### src/rtl/csr_timer.sv
// Machine timer on the CSR bus: a prescaled 64-bit mtime, a 64-bit mtimecmp and a level
// interrupt that is asserted while mtime >= mtimecmp.
module csr_timer #(
  parameter logic [11:0] BASE_ADDR = 12'hbc4,
  parameter int          DIVIDE    = 200
) (
  input  logic        clk,
  input  logic        rst,
  input  logic        read,
  input  logic [2:0]  modify,
  input  logic [31:0] wdata,
  input  logic [11:0] addr,
  output logic [31:0] rdata,
  output logic        valid,
  output logic        irq_timer
);

  localparam logic [15:0] PRESC_MAX = 16'(DIVIDE - 1);

  logic [63:0] mtime_q, mtime_d, mtime_inc;
  logic [63:0] cmp_q, cmp_d;
  logic [15:0] presc_q, presc_d;
  logic        en_q, en_d;
  logic        irq_q;
  logic        tick;

  logic [11:0] off;
  logic        sel, wr;
  logic [31:0] old, wval;
  logic        unused_mod;

  assign unused_mod = modify[2];

  // Out-of-window addresses below BASE_ADDR wrap to large offsets and miss.
  assign off   = addr - BASE_ADDR;
  assign sel   = (off <= 12'd4);
  assign wr    = sel && (modify[1:0] != 2'b00);
  assign valid = sel && (read || (modify[1:0] != 2'b00));

  always_comb begin
    old = '0;
    case (off[2:0])
      3'd0:    old = mtime_q[31:0];
      3'd1:    old = mtime_q[63:32];
      3'd2:    old = cmp_q[31:0];
      3'd3:    old = cmp_q[63:32];
      3'd4:    old = {30'b0, irq_q, en_q};
      default: old = '0;
    endcase
  end

  always_comb begin
    wval = old;
    case (modify[1:0])
      2'b01:   wval = wdata;
      2'b10:   wval = old | wdata;
      2'b11:   wval = old & ~wdata;
      default: wval = old;
    endcase
  end

  // Read-old: rdata reflects registers before any same-cycle write.
  assign rdata = valid ? old : 32'h0;

  assign tick      = en_q && (presc_q == PRESC_MAX);
  assign mtime_inc = mtime_q + 64'd1;

  always_comb begin
    mtime_d = tick ? mtime_inc : mtime_q;
    cmp_d   = cmp_q;
    en_d    = en_q;
    presc_d = presc_q;

    if (tick)      presc_d = 16'd0;
    else if (en_q) presc_d = presc_q + 16'd1;

    // A written half takes the CSR value; the other half keeps any tick carry.
    if (wr) begin
      case (off[2:0])
        3'd0: mtime_d[31:0]  = wval;
        3'd1: mtime_d[63:32] = wval;
        3'd2: cmp_d[31:0]    = wval;
        3'd3: cmp_d[63:32]   = wval;
        3'd4: begin
          en_d = wval[0];
          if (en_q && !wval[0]) presc_d = 16'd0;
        end
        default: ;
      endcase
    end
  end

  always_ff @(posedge clk or posedge rst) begin
    if (rst) begin
      mtime_q <= '0;
      cmp_q   <= '1;
      en_q    <= 1'b0;
      presc_q <= '0;
      irq_q   <= 1'b0;
    end else begin
      mtime_q <= mtime_d;
      cmp_q   <= cmp_d;
      en_q    <= en_d;
      presc_q <= presc_d;
      irq_q   <= (mtime_q >= cmp_q);
    end
  end

  assign irq_timer = irq_q;

endmodule
### config.mk
export PLATFORM = sky130hd
export DESIGN_NAME = csr_timer
export DESIGN_NICKNAME = d
export VERILOG_FILES = /design/src/rtl/csr_timer.sv
export SDC_FILE = /design/constraint.sdc
export NUM_CORES = 1
export LEC_CHECK = 0
export CAP_MARGIN = 20
export CORE_MARGIN = 1
export CORE_UTILIZATION = 50
export DETAILED_ROUTE_END_ITERATION = 7
export PLACE_DENSITY_LB_ADDON = 0.15
export SYNTH_ARGS = -nofsm -noshare
export SYNTH_HDL_FRONTEND = slang
export SYNTH_SLANG_ARGS = --single-unit
### constraint.sdc
create_clock -name clk -period 5.5 [get_ports clk]
set_clock_uncertainty 0.2 [all_clocks]
set_input_delay 0.55 -clock clk [delete_from_list [all_inputs] [get_ports clk]]
set_output_delay 0.55 -clock clk [all_outputs]
set_load 0.1 [all_outputs]
==> results.yml <==
outcome:
  status: "completed"
cts:
  postCtsSetupRepairBufs: 0
  cts_tree: "yes"
  clock_path_buffers: 2
  clk_latency_ps: 430
  clk_root_buffer_cell: "clkbuf_16"
  hold_buffers: 0
  cts.sinks: 146
  h-tree-depth: 4
  cts_buffers: 17
  clkSlewWorstSetupHoldPaths_ps: 60
  cts_resized: 0
job:
  drv_cap: 0
place:
  numPortBuffers: 82
  gp_congestion: 0.858
  placed_cell_area_sq_um: 11600
  dpl.hpwl_um: 20200
floorplan:
  dieWidth_um: 148
  start_util_pct: 50.9
  core_area_sq_um: 21000
  io_pins: 84
  rows: 53
  die-area_sq_um: 21900
  fp.dieH_um: 148
finish:
  postLayoutCellArea_sq_um: 12200
  final_nets: 1356
  antenna_cells: 0
  drive_gt1_share_pct: 16.4
  syn_to_final_growth_pct: 14.0
setup_path:
  crit_arrival_ps: 2830
  path_buf_inv: 3
  cp_max_fo: 38
  cpMostUsedCell: "buf_4"
  critical-path-top-delay-family: "buffers and inverters"
  criticalPathCategory: "input port to primary output"
  cp-end-kind: "primary output"
  critical_path.cell_chain: "clkdlybuf4s50_1, buf_4, nor4b_1, o211ai_1, o21bai_4, nor2_1, buf_4"
  critical_path.max_stage_delay_ps: 510
  start_kind: "input port"
  critPathRequiredTime_ps: 4750
  slowest_stage: "o21bai_4"
sta:
  relSlewSlack_pct: 32.4
  tns_ps: 0
  max_freq_mhz: 279
  fin_crit_ps: 3580
  post-route-period-util_pct: 65.2
  worst_pin_slew_ps: 1010
  report.final.setup_viol: 0
  hold_viol: 0
  rsz0062_at_grt: "no"
  final-max-slew-violation-count: 0
grt:
  antenna_found_initial: 0
  grt-ovfl-total: 0
  grt_max_degree: 75
  grt_pass1_vias: 8703
  grt_pass1_wl_um: 46900
  track_usage_pct: 27.8
detailed_routing:
  final_antenna_net_count: 0
  vias: 8861
  routed_wl_um: 29100
  dr.first_iter.drc_count: 513
  wire_per_inst_um: 19.0
  dr.pass1.iters: 5
  drc_errors: 0
  routed_via_density: 5.80
power_and_ir_drop:
  swShare_pct: 26.4
  powerDensity_nw_per_um2: 219
  intPower_mw: 1.96
  p_leak_nw: 4.51
  p_sw_uw: 701
  ir_drop_mv: 0.196
  pwr-share-comb_pct: 12.8
  clkPwrFrac_pct: 44.0
  power_frac_seq_pct: 43.1
synthesis:
  synth.distinct_cells: 57
  synth-seq-area-share_pct: 35.0
  synthAdderAreaFrac_pct: 7.74
  yosysTopAreaCellShare_pct: 19.2
  synth_xor_area_share_pct: 8.87
  syn_nets: 1312
  synth_edf_count: 0
  ys_async_sr_fraction_pct: 100
  synthCells: 1196
  yosysWarnings: 0
  synth_area_leaders: "dfrtp_1 19%, dfstp_2 16%, ha_1 7.7%"
  synth-seq-cells: 146
  avgSynthCellArea_sq_um: 8.92
  synthesis.area_sq_um: 10700
  ys.flop_type: "dfrtp_1"
  synth_compound_area_share_pct: 12.0
  yosys.area_share.simple_pct: 21.5
  synth_area_leader_cell: "dfrtp_1"
  muxShareOfSynthArea_pct: 9.26
  synth_top_family_by_area: "simple AND/OR/NAND/NOR gates"
min_path:
  hp-class: "register to register"
==> worst paths after layout <==
path	to	slack, ps	cells after the start	start
worst max-delay path	rdata[16]	1920	7	addr[2]
worst min-delay path	cmp_q[13]$_DFFE_PP1P_	290	2	cmp_q[13]$_DFFE_PP1P_
worst max register to register	mtime_q[7]$_DFF_PP0_	2220	7	presc_q[0]$_DFF_PP0_
worst min register to register	cmp_q[13]$_DFFE_PP1P_	290	2	cmp_q[13]$_DFFE_PP1P_
max in group asynchronous	cmp_q[15]$_DFFE_PP1P_	3680	3	rst
min in group asynchronous	presc_q[13]$_DFF_PP0_	410	2	rst
==> power by group through the flow <==
stage / logic, mW / registers [mW] / clock network, mW
5_1_grt: 0.378 / 1.15 / 1.23
3_5_place_dp: 0.342 / 1.16 / 0
3_3_place_gp: 0.335 / 1.16 / 0
6_report: 0.341 / 1.15 / 1.17
2_1_floorplan: 0.233 / 1.16 / 0
4_1_cts: 0.344 / 1.15 / 1.18
==> cell families after synthesis <==
| group | Yosys count |
|---|---|
| fa+ha+maj | 66 |
| mux | 61 |
| xor+xnor | 108 |
| simple gates | 457 |
| flops | 146 |
| compound gates | 210 |
| buf+inv | 148 |
==> layer usage <==
| metal | vias to the layer above | global-route usage, % | part of all wire, % |
|---|---|---|---|
| met5 | - | 0 | 0 |
| met4 | 0 | 7.06 | 1.1 |
| met3 | 30 | 4.82 | 5.1 |
| met2 | 233 | 45.4 | 48 |
| met1 | 4274 | 38.2 | 46 |
| li1 | 4324 | - | - |
==> flip-flops by register name (all words and copies together) (netlist names) <==
name	count
cmp_q	64
mtime_q	64
presc_q	16
en_q	1
irq_timer	1
==> worst register-to-register path: cells and delay by family, from the launching register on <==
kind	cells	cell delay [ps]
fa+ha+maj	1	170
simple gates	4	1970
compound gates	1	230
xor+xnor	1	200
flops	1	390
==> final cells by class <==
class / instances / area [sq um]
fillers: 1922 / 8800
multi-input cells: 902 / 6350
flip-flops and latches: 146 / 3730
repair buffers: 97 / 851
clock buffers: 23 / 479
well taps: 275 / 344
inverters: 76 / 290
clock inverters: 9 / 105
==> per-stage QoR <==
| step | setup slack [ps] | utilization, % | hold slack, ps | instances | total power [mW] |
|---|---|---|---|---|---|
| final | 1920 | 58.0 | 287 | 1528 | 2.66 |
| after global routing | 1700 | 58.0 | 303 | 1528 | 2.76 |
| after CTS | 1870 | 57.9 | 289 | 1527 | 2.67 |
| after detailed placement | 1650 | 55.2 | 280 | 1495 | 1.51 |
| after global placement | 1760 | 55.2 | 274 | 1495 | 1.50 |
| after floorplan | 933 | - | 266 | 1196 | 1.39 |
==> placed cells by master, fill, tap and decap left out, types with 3 or more instances in the layout <==
| cell | instances |
|---|---|
| a211oi_1 | 4 |
| a21o_1 | 3 |
| a21oi_1 | 30 |
| a221oi_1 | 3 |
| a22o_1 | 32 |
| a22oi_1 | 14 |
| and3_1 | 18 |
| and4_1 | 11 |
| buf_2 | 4 |
| buf_4 | 46 |
| clkbuf_1 | 4 |
| clkbuf_16 | 18 |
| clkdlybuf4s50_1 | 45 |
| clkinv_2 | 4 |
| dfrtp_1 | 82 |
| dfstp_2 | 64 |
| ha_1 | 66 |
| inv_1 | 75 |
| mux2i_1 | 29 |
| mux4_2 | 30 |
| nand2_1 | 193 |
| nand3_1 | 39 |
| nand4_1 | 32 |
| nor2_1 | 76 |
| nor2b_1 | 5 |
| nor3_1 | 18 |
| nor3_2 | 9 |
| nor4_1 | 22 |
| nor4_2 | 9 |
| o21ai_0 | 98 |
| o21ai_1 | 13 |
| or3_1 | 5 |
| xnor2_1 | 80 |
| xor2_1 | 28 |
==> synth_stat cells (3+ instances only) <==
master and count:
a211oi_1 4, a21o_1 3, a21oi_1 30, a221oi_1 3
a22o_1 32, a22oi_1 14, and3_1 18, and4_1 11
buf_1 8, buf_2 17, buf_4 4, clkbuf_1 41
dfrtp_1 82, dfstp_2 64, ha_1 66, inv_1 76
mux2i_1 29, mux4_2 30, nand2_1 193, nand3_1 40
nand4_1 32, nor2_1 76, nor2b_1 5, nor3_1 19
nor3_2 8, nor4_1 22, nor4_2 9, o21ai_0 98
o21ai_1 13, or3_1 5, xnor2_1 80, xor2_1 28
(Power assumes the default switching activity.)
==> RTL edit 1: new RTL, same flow settings <==
Put a register stage on the output `rdata`, without a reset. The value now appears one clock later. The other outputs are not delayed to match. Comments in the files are not updated.
--- a/src/rtl/csr_timer.sv
+++ b/src/rtl/csr_timer.sv
@@ -60,7 +60,9 @@
   end
 
   // Read-old: rdata reflects registers before any same-cycle write.
-  assign rdata = valid ? old : 32'h0;
+  always_ff @(posedge clk) begin
+    rdata <= valid ? old : 32'h0;
+  end
 
   assign tick      = en_q && (presc_q == PRESC_MAX);
   assign mtime_inc = mtime_q + 64'd1;
Behaviour: not the same (a bounded check fails within 4 cycles, from zero or initial values and one cycle with rst high).
==> RTL edit 1 against the unedited design <==
Highest routed layer unchanged; routed wire length up 0.45%; combinational power down 6.7%; total power up 15%; global-route usage down 0.39 points; sequential cell count up 32; worst hold slack better by 1.2 ps; synthesized area up 2.3%; fmax up 7.4%; largest power group is now registers; non-clock buffer count up 4; setup slack better by 250 ps; cell count down 2.7%; design area up 3.9%; via count down 2.1%.
==> RTL edit 1: results (changes against the unedited design) <==
stage	metric	value	unit	change
timing	max_slew_margin	0.314		-0.00908
place	gp_congestion	0.890		+3.7%
global_routing	grtUsageMet2	0.437		-0.0172
detailed_routing	met3_length	1.52	mm	+2.4%
detailed_routing	met1_length	13.0	mm	-2.4%
setup_path	r2r_end	mtime_q[63]$_DFF_PP0_		
hold_path	hold_path_end	cmp_q[55]$_DFFE_PP1P_		
hold_path	hold_depth	2		unchanged
global_routing	grt_pass1_wl	46.4	mm	-1.1%
pwr	p_seq_frac	0.457		+0.026
finish	reg_top3	cmp_q (64), mtime_q (64), rdata (32)		
synthesis	synthAdderAreaFrac	0.0757		-0.00172
synthesis	synth_common_cells	nand2_1 (166), dfrtp_1 (82), o21ai_0 (76), inv_1 (75), nor2_1 (71)		
setup_path	critPathSlowestCell	nor3_2		
place	hpwlAfterDp	20.0	mm	-1.1%
synthesis	ys_seq_area_frac	0.401		+0.0509
hold_path	hold_start	cmp_q[55]$_DFFE_PP1P_		
detailed_routing	drtIter0Drc	505		-1.6%
finish	instances_no_fill	1486		-2.7%
global_routing	use_met3	0.0518		+0.00367
synthesis	synth_top_cells_by_area	dfrtp_1 (19%), dfstp_2 (15%), ha_1 (7.6%)		
detailed_routing	routedWlPerCell	19.6	um	+3.3%
synthesis	synth_xor_area_frac	0.0835		-0.00518
setup_path	crit_arrival	3490	ps	+660 ps
setup_path	r2r_slack	2160	ps	-60 ps
setup_path	r2r.worst_path.cells	6		-1
pwr	totalPowerFinal	3.05	mW	+15%
place	placed_cells	1454		-2.7%
setup_path	crit_family	simple AND/OR/NAND/NOR gates		
setup_path	critPathMaxStageDelay	970	ps	+460 ps
place	dp_slack	2100	ps	+447 ps
global_routing	grt_pass1_vias	8465		-2.7%
global_routing	met1_usage	0.370		-0.0118
global_routing	grt_max_degree	64		-15%
pwr	ir_drop	0.196	mV	+0.18%
setup_path	startpoint	mtime_q[30]$_DFF_PP0_		
pwr	p_sw_frac	0.253		-0.0103
synthesis	async_flop_share	0.820		-0.180
place	post_dp_cell_area	0.0120	mm^2	+3.7%
synthesis	synth.avg_cell_area	9.60	um^2	+7.6%
synthesis	muxShareOfSynthArea	0.115		+0.0219
synthesis	synth_compound_area_frac	0.100		-0.0194
timing	holdWs	288	ps	+1.22 ps
pwr	leakage	4.96	nW	+10%
run_status	status	completed		
setup_path	worstSetupPathType	flop to flop		
detailed_routing	met2_length	13.7	mm	-1.4%
synthesis	synth_cell_type_count	54		-5.3%
global_routing	track_usage	0.274		-0.00390
[RTL edit 1: cell types whose count changed after synthesis, moves of 9 or more]
cell | unedited run | this run
xnor2_1 | 80 | 42
xor2_1 | 28 | 62
dfxtp_1 | 0 | 32
nand2_1 | 193 | 166
mux2i_1 | 29 | 54
o21ai_0 | 98 | 76
nor4_1 | 22 | 3
a22oi_1 | 14 | 0
o21ai_1 | 13 | 0
nand4_1 | 32 | 41
[RTL edit 1: kinds of logic after synthesis]
logic type,Yosys count
buffers and inverters,134
xor gates and xnor gates,104
DFF,178
AOI/OAI and AO/OA,175
adders and majority gates,66
and+or+nand+nor,394
muxes,86
[RTL edit 1: area by class of cell]
type / count / area, um^2
clock inverter: 11 / 179
clock buffer: 21 / 460
inverter: 75 / 287
sequential: 178 / 4370
timing repair buffer: 101 / 946
multi-input combinational: 825 / 6040
fill: 1882 / 8590
tap: 275 / 344
==> RTL edit 2: new RTL, same settings <==
Without the edit above. The parameter `DIVIDE` goes from 200 to 100.
--- a/src/rtl/csr_timer.sv
+++ b/src/rtl/csr_timer.sv
@@ -2,7 +2,7 @@
 // interrupt that is asserted while mtime >= mtimecmp.
 module csr_timer #(
   parameter logic [11:0] BASE_ADDR = 12'hbc4,
-  parameter int          DIVIDE    = 200
+  parameter int          DIVIDE    = 100
 ) (
   input  logic        clk,
   input  logic        rst,
Check against the original RTL: no difference found for any inputs over 4 cycles, from zero or initial values and one cycle with rst high; that may be too few to reach the edited logic, so the function may still have changed.
==> RTL edit 2 against the unedited design <==
Register-to-register slack got worse by 110 ps; clock power decreased by 5%; total power decreased by 4.7%; critical path depth increased by 1; via count increased by 4.1%; setup slack got worse by 200 ps; sequential cell count unchanged; cell count increased by 0.26%; fmax decreased by 5.4%; synthesized area decreased by 0.61%; critical endpoint is now cmp_q[39]$_DFFE_PP1P_; count of clock-buffer cells in the layout decreased by 5; combinational power decreased by 16%; design area about the same; routed wire length increased by 1.9%.
==> RTL edit 2: results (changes against the unedited design) <==
stage	metric	value	unit	change
place	post_dp_cell_area	0.0115	mm^2	-0.15%
setup_path	endpoint	cmp_q[39]$_DFFE_PP1P_		
place	placed_cells	1498		+0.20%
finish	insertedDiodeCount	0		unchanged
detailed_routing	first_pass_iters	5		unchanged
detailed_routing	routedWlPerCell	19.3	um	+1.7%
run_status	status	completed		
synthesis	async_flop_share	1.00		unchanged
setup_path	crit_arrival	3940	ps	+1110 ps
synthesis	synth.avg_cell_area	8.84	um^2	-0.94%
synthesis	syn_nets	1316		+0.30%
place	hpwlAfterDp	20.8	mm	+2.7%
setup_path	r2r_slack	2110	ps	-110 ps
synthesis	synth_common_cells	nand2_1 (166), nor2_1 (116), dfrtp_1 (82), o21ai_0 (79), inv_1 (73)		
setup_path	r2r.worst_path.cells	6		-1
detailed_routing	drt-total-wl	29.6	mm	+1.9%
clock_network	post_cts_resized	0		unchanged
timing	max_slew_margin	0.221		-0.103
global_routing	track_usage	0.284		+0.00646
global_routing	antenna_found_initial	0		unchanged
clock_network	post_cts_buffers	0		unchanged
synthesis	synth_ff_type	dfrtp_1		
global_routing	grt_pass1_wl	48.2	mm	+2.9%
finish	final_net_count	1365		+0.66%
finish	drive_gt1_frac	0.170		+0.00676
place	port_buffers	82		unchanged
synthesis	synth_cell_type_count	59		+3.5%
synthesis	ys_seq_area_frac	0.352		+0.00215
clock_network	cts_buffer_depth	2		unchanged
pwr	leakage	4.58	nW	+1.7%
setup_path	r2r_end	mtime_q[45]$_DFF_PP0_		
synthesis	synth_top_cells_by_area	dfrtp_1 (19%), dfstp_2 (16%), ha_1 (7.8%)		
pwr	ir_drop	0.198	mV	+1.5%
global_routing	grt_max_degree	66		-12%
setup_path	crit_fanout	32		-16%
hold_path	worstHoldPathType	input port to asynchronous set/reset pin		
clock_network	h-tree-depth	4		unchanged
synthesis	synth_edf_count	0		unchanged
clock_network	clk_pin_slew	60	ps	about the same
setup_path	reg2reg_from	en_q$_DFFE_PP0P_		
setup_path	startpoint	addr[2]		
clock_network	cts_root_buf	clkbuf_16		
global_routing	grt_pass1_vias	9092		+4.5%
detailed_routing	avgViaCountPerCell	6.02		+3.8%
clock_network	worstSkewPairLatency	430	ps	about the same
synthesis	ys_warn_count	0		unchanged
place	gp_congestion	0.881		+2.7%
clock_network	cts_made_buffers	17		unchanged
detailed_routing	drtIter0Drc	670		+31%
finish	reg_top3	cmp_q (64), mtime_q (64), presc_q (16)		
==> RTL edit 2: cell families (layout without fill, tap and decap cells) <==
| kind of cell | Yosys count | after routing | synth area share |
|---|---|---|---|
| and+or+nand+nor | 470 | 470 | 0.212 |
| xor gates and xnor gates | 82 | 82 | 0.0677 |
| AOI/OAI and AO/OA | 215 | 215 | 0.127 |
| muxes | 78 | 78 | 0.111 |
| adders and majority gates | 66 | 66 | 0.0779 |
| buffers and inverters | 143 | 205 | 0.0522 |
| DFF | 146 | 146 | 0.352 |
==> RTL edit 2: worst max-delay path, cell delays in order <==
cell	delay [ps]
clkdlybuf4s50_1	700
nor4b_1	510
o2111ai_1	200
buf_4	210
nor2_1	320
nand3_2	630
buf_4	490
mux2_2	300
==> RTL edit 2: final cells by class <==
type | count | area (um^2)
Fill cell | 1820 | 8340
Multi-Input combinational cell | 911 | 6350
Sequential cell | 146 | 3730
Timing Repair Buffer | 100 | 891
Clock buffer | 18 | 429
Tap cell | 270 | 338
Inverter | 73 | 279
Clock inverter | 14 | 133
==> RTL edit 2: metal layers <==
metal	track usage	part of all wire	wire length, um	vias to the layer above
met5	0	0	0	-
met2	0.467	0.47	14100	235
li1	-	-	-	4386
met1	0.385	0.45	13500	4560
met3	0.0417	0.048	1410	40
met4	0.0964	0.023	679	0
==> RTL edit 2: how the worst min path moves through the flow <==
stage | endpoint | slack (ps)
after floorplan | cmp_q[17]$_DFFE_PP1P_ | 270
after global placement | cmp_q[53]$_DFFE_PP1P_ | 270
after detailed placement | cmp_q[4]$_DFFE_PP1P_ | 280
after CTS | mtime_q[12]$_DFF_PP0_ | 230
after global routing | mtime_q[12]$_DFF_PP0_ | 260
final | mtime_q[12]$_DFF_PP0_ | 240
==> RTL edit 2: power breakdown <==
group,switching [mW],internal (mW),total (mW)
clock,0.486,0.627,1.11
combinational,0.162,0.126,0.287
sequential,0.0313,1.10,1.13
total,0.679,1.86,2.53
==> RTL edit 2: per-stage QoR <==
stage               setup slack, ps  power (mW)
global route                   1460        2.62
finish                         1710        2.53
detailed placement             1320        1.44
floorplan                       933        1.34
CTS                            1550        2.55
global placement               1320        1.44
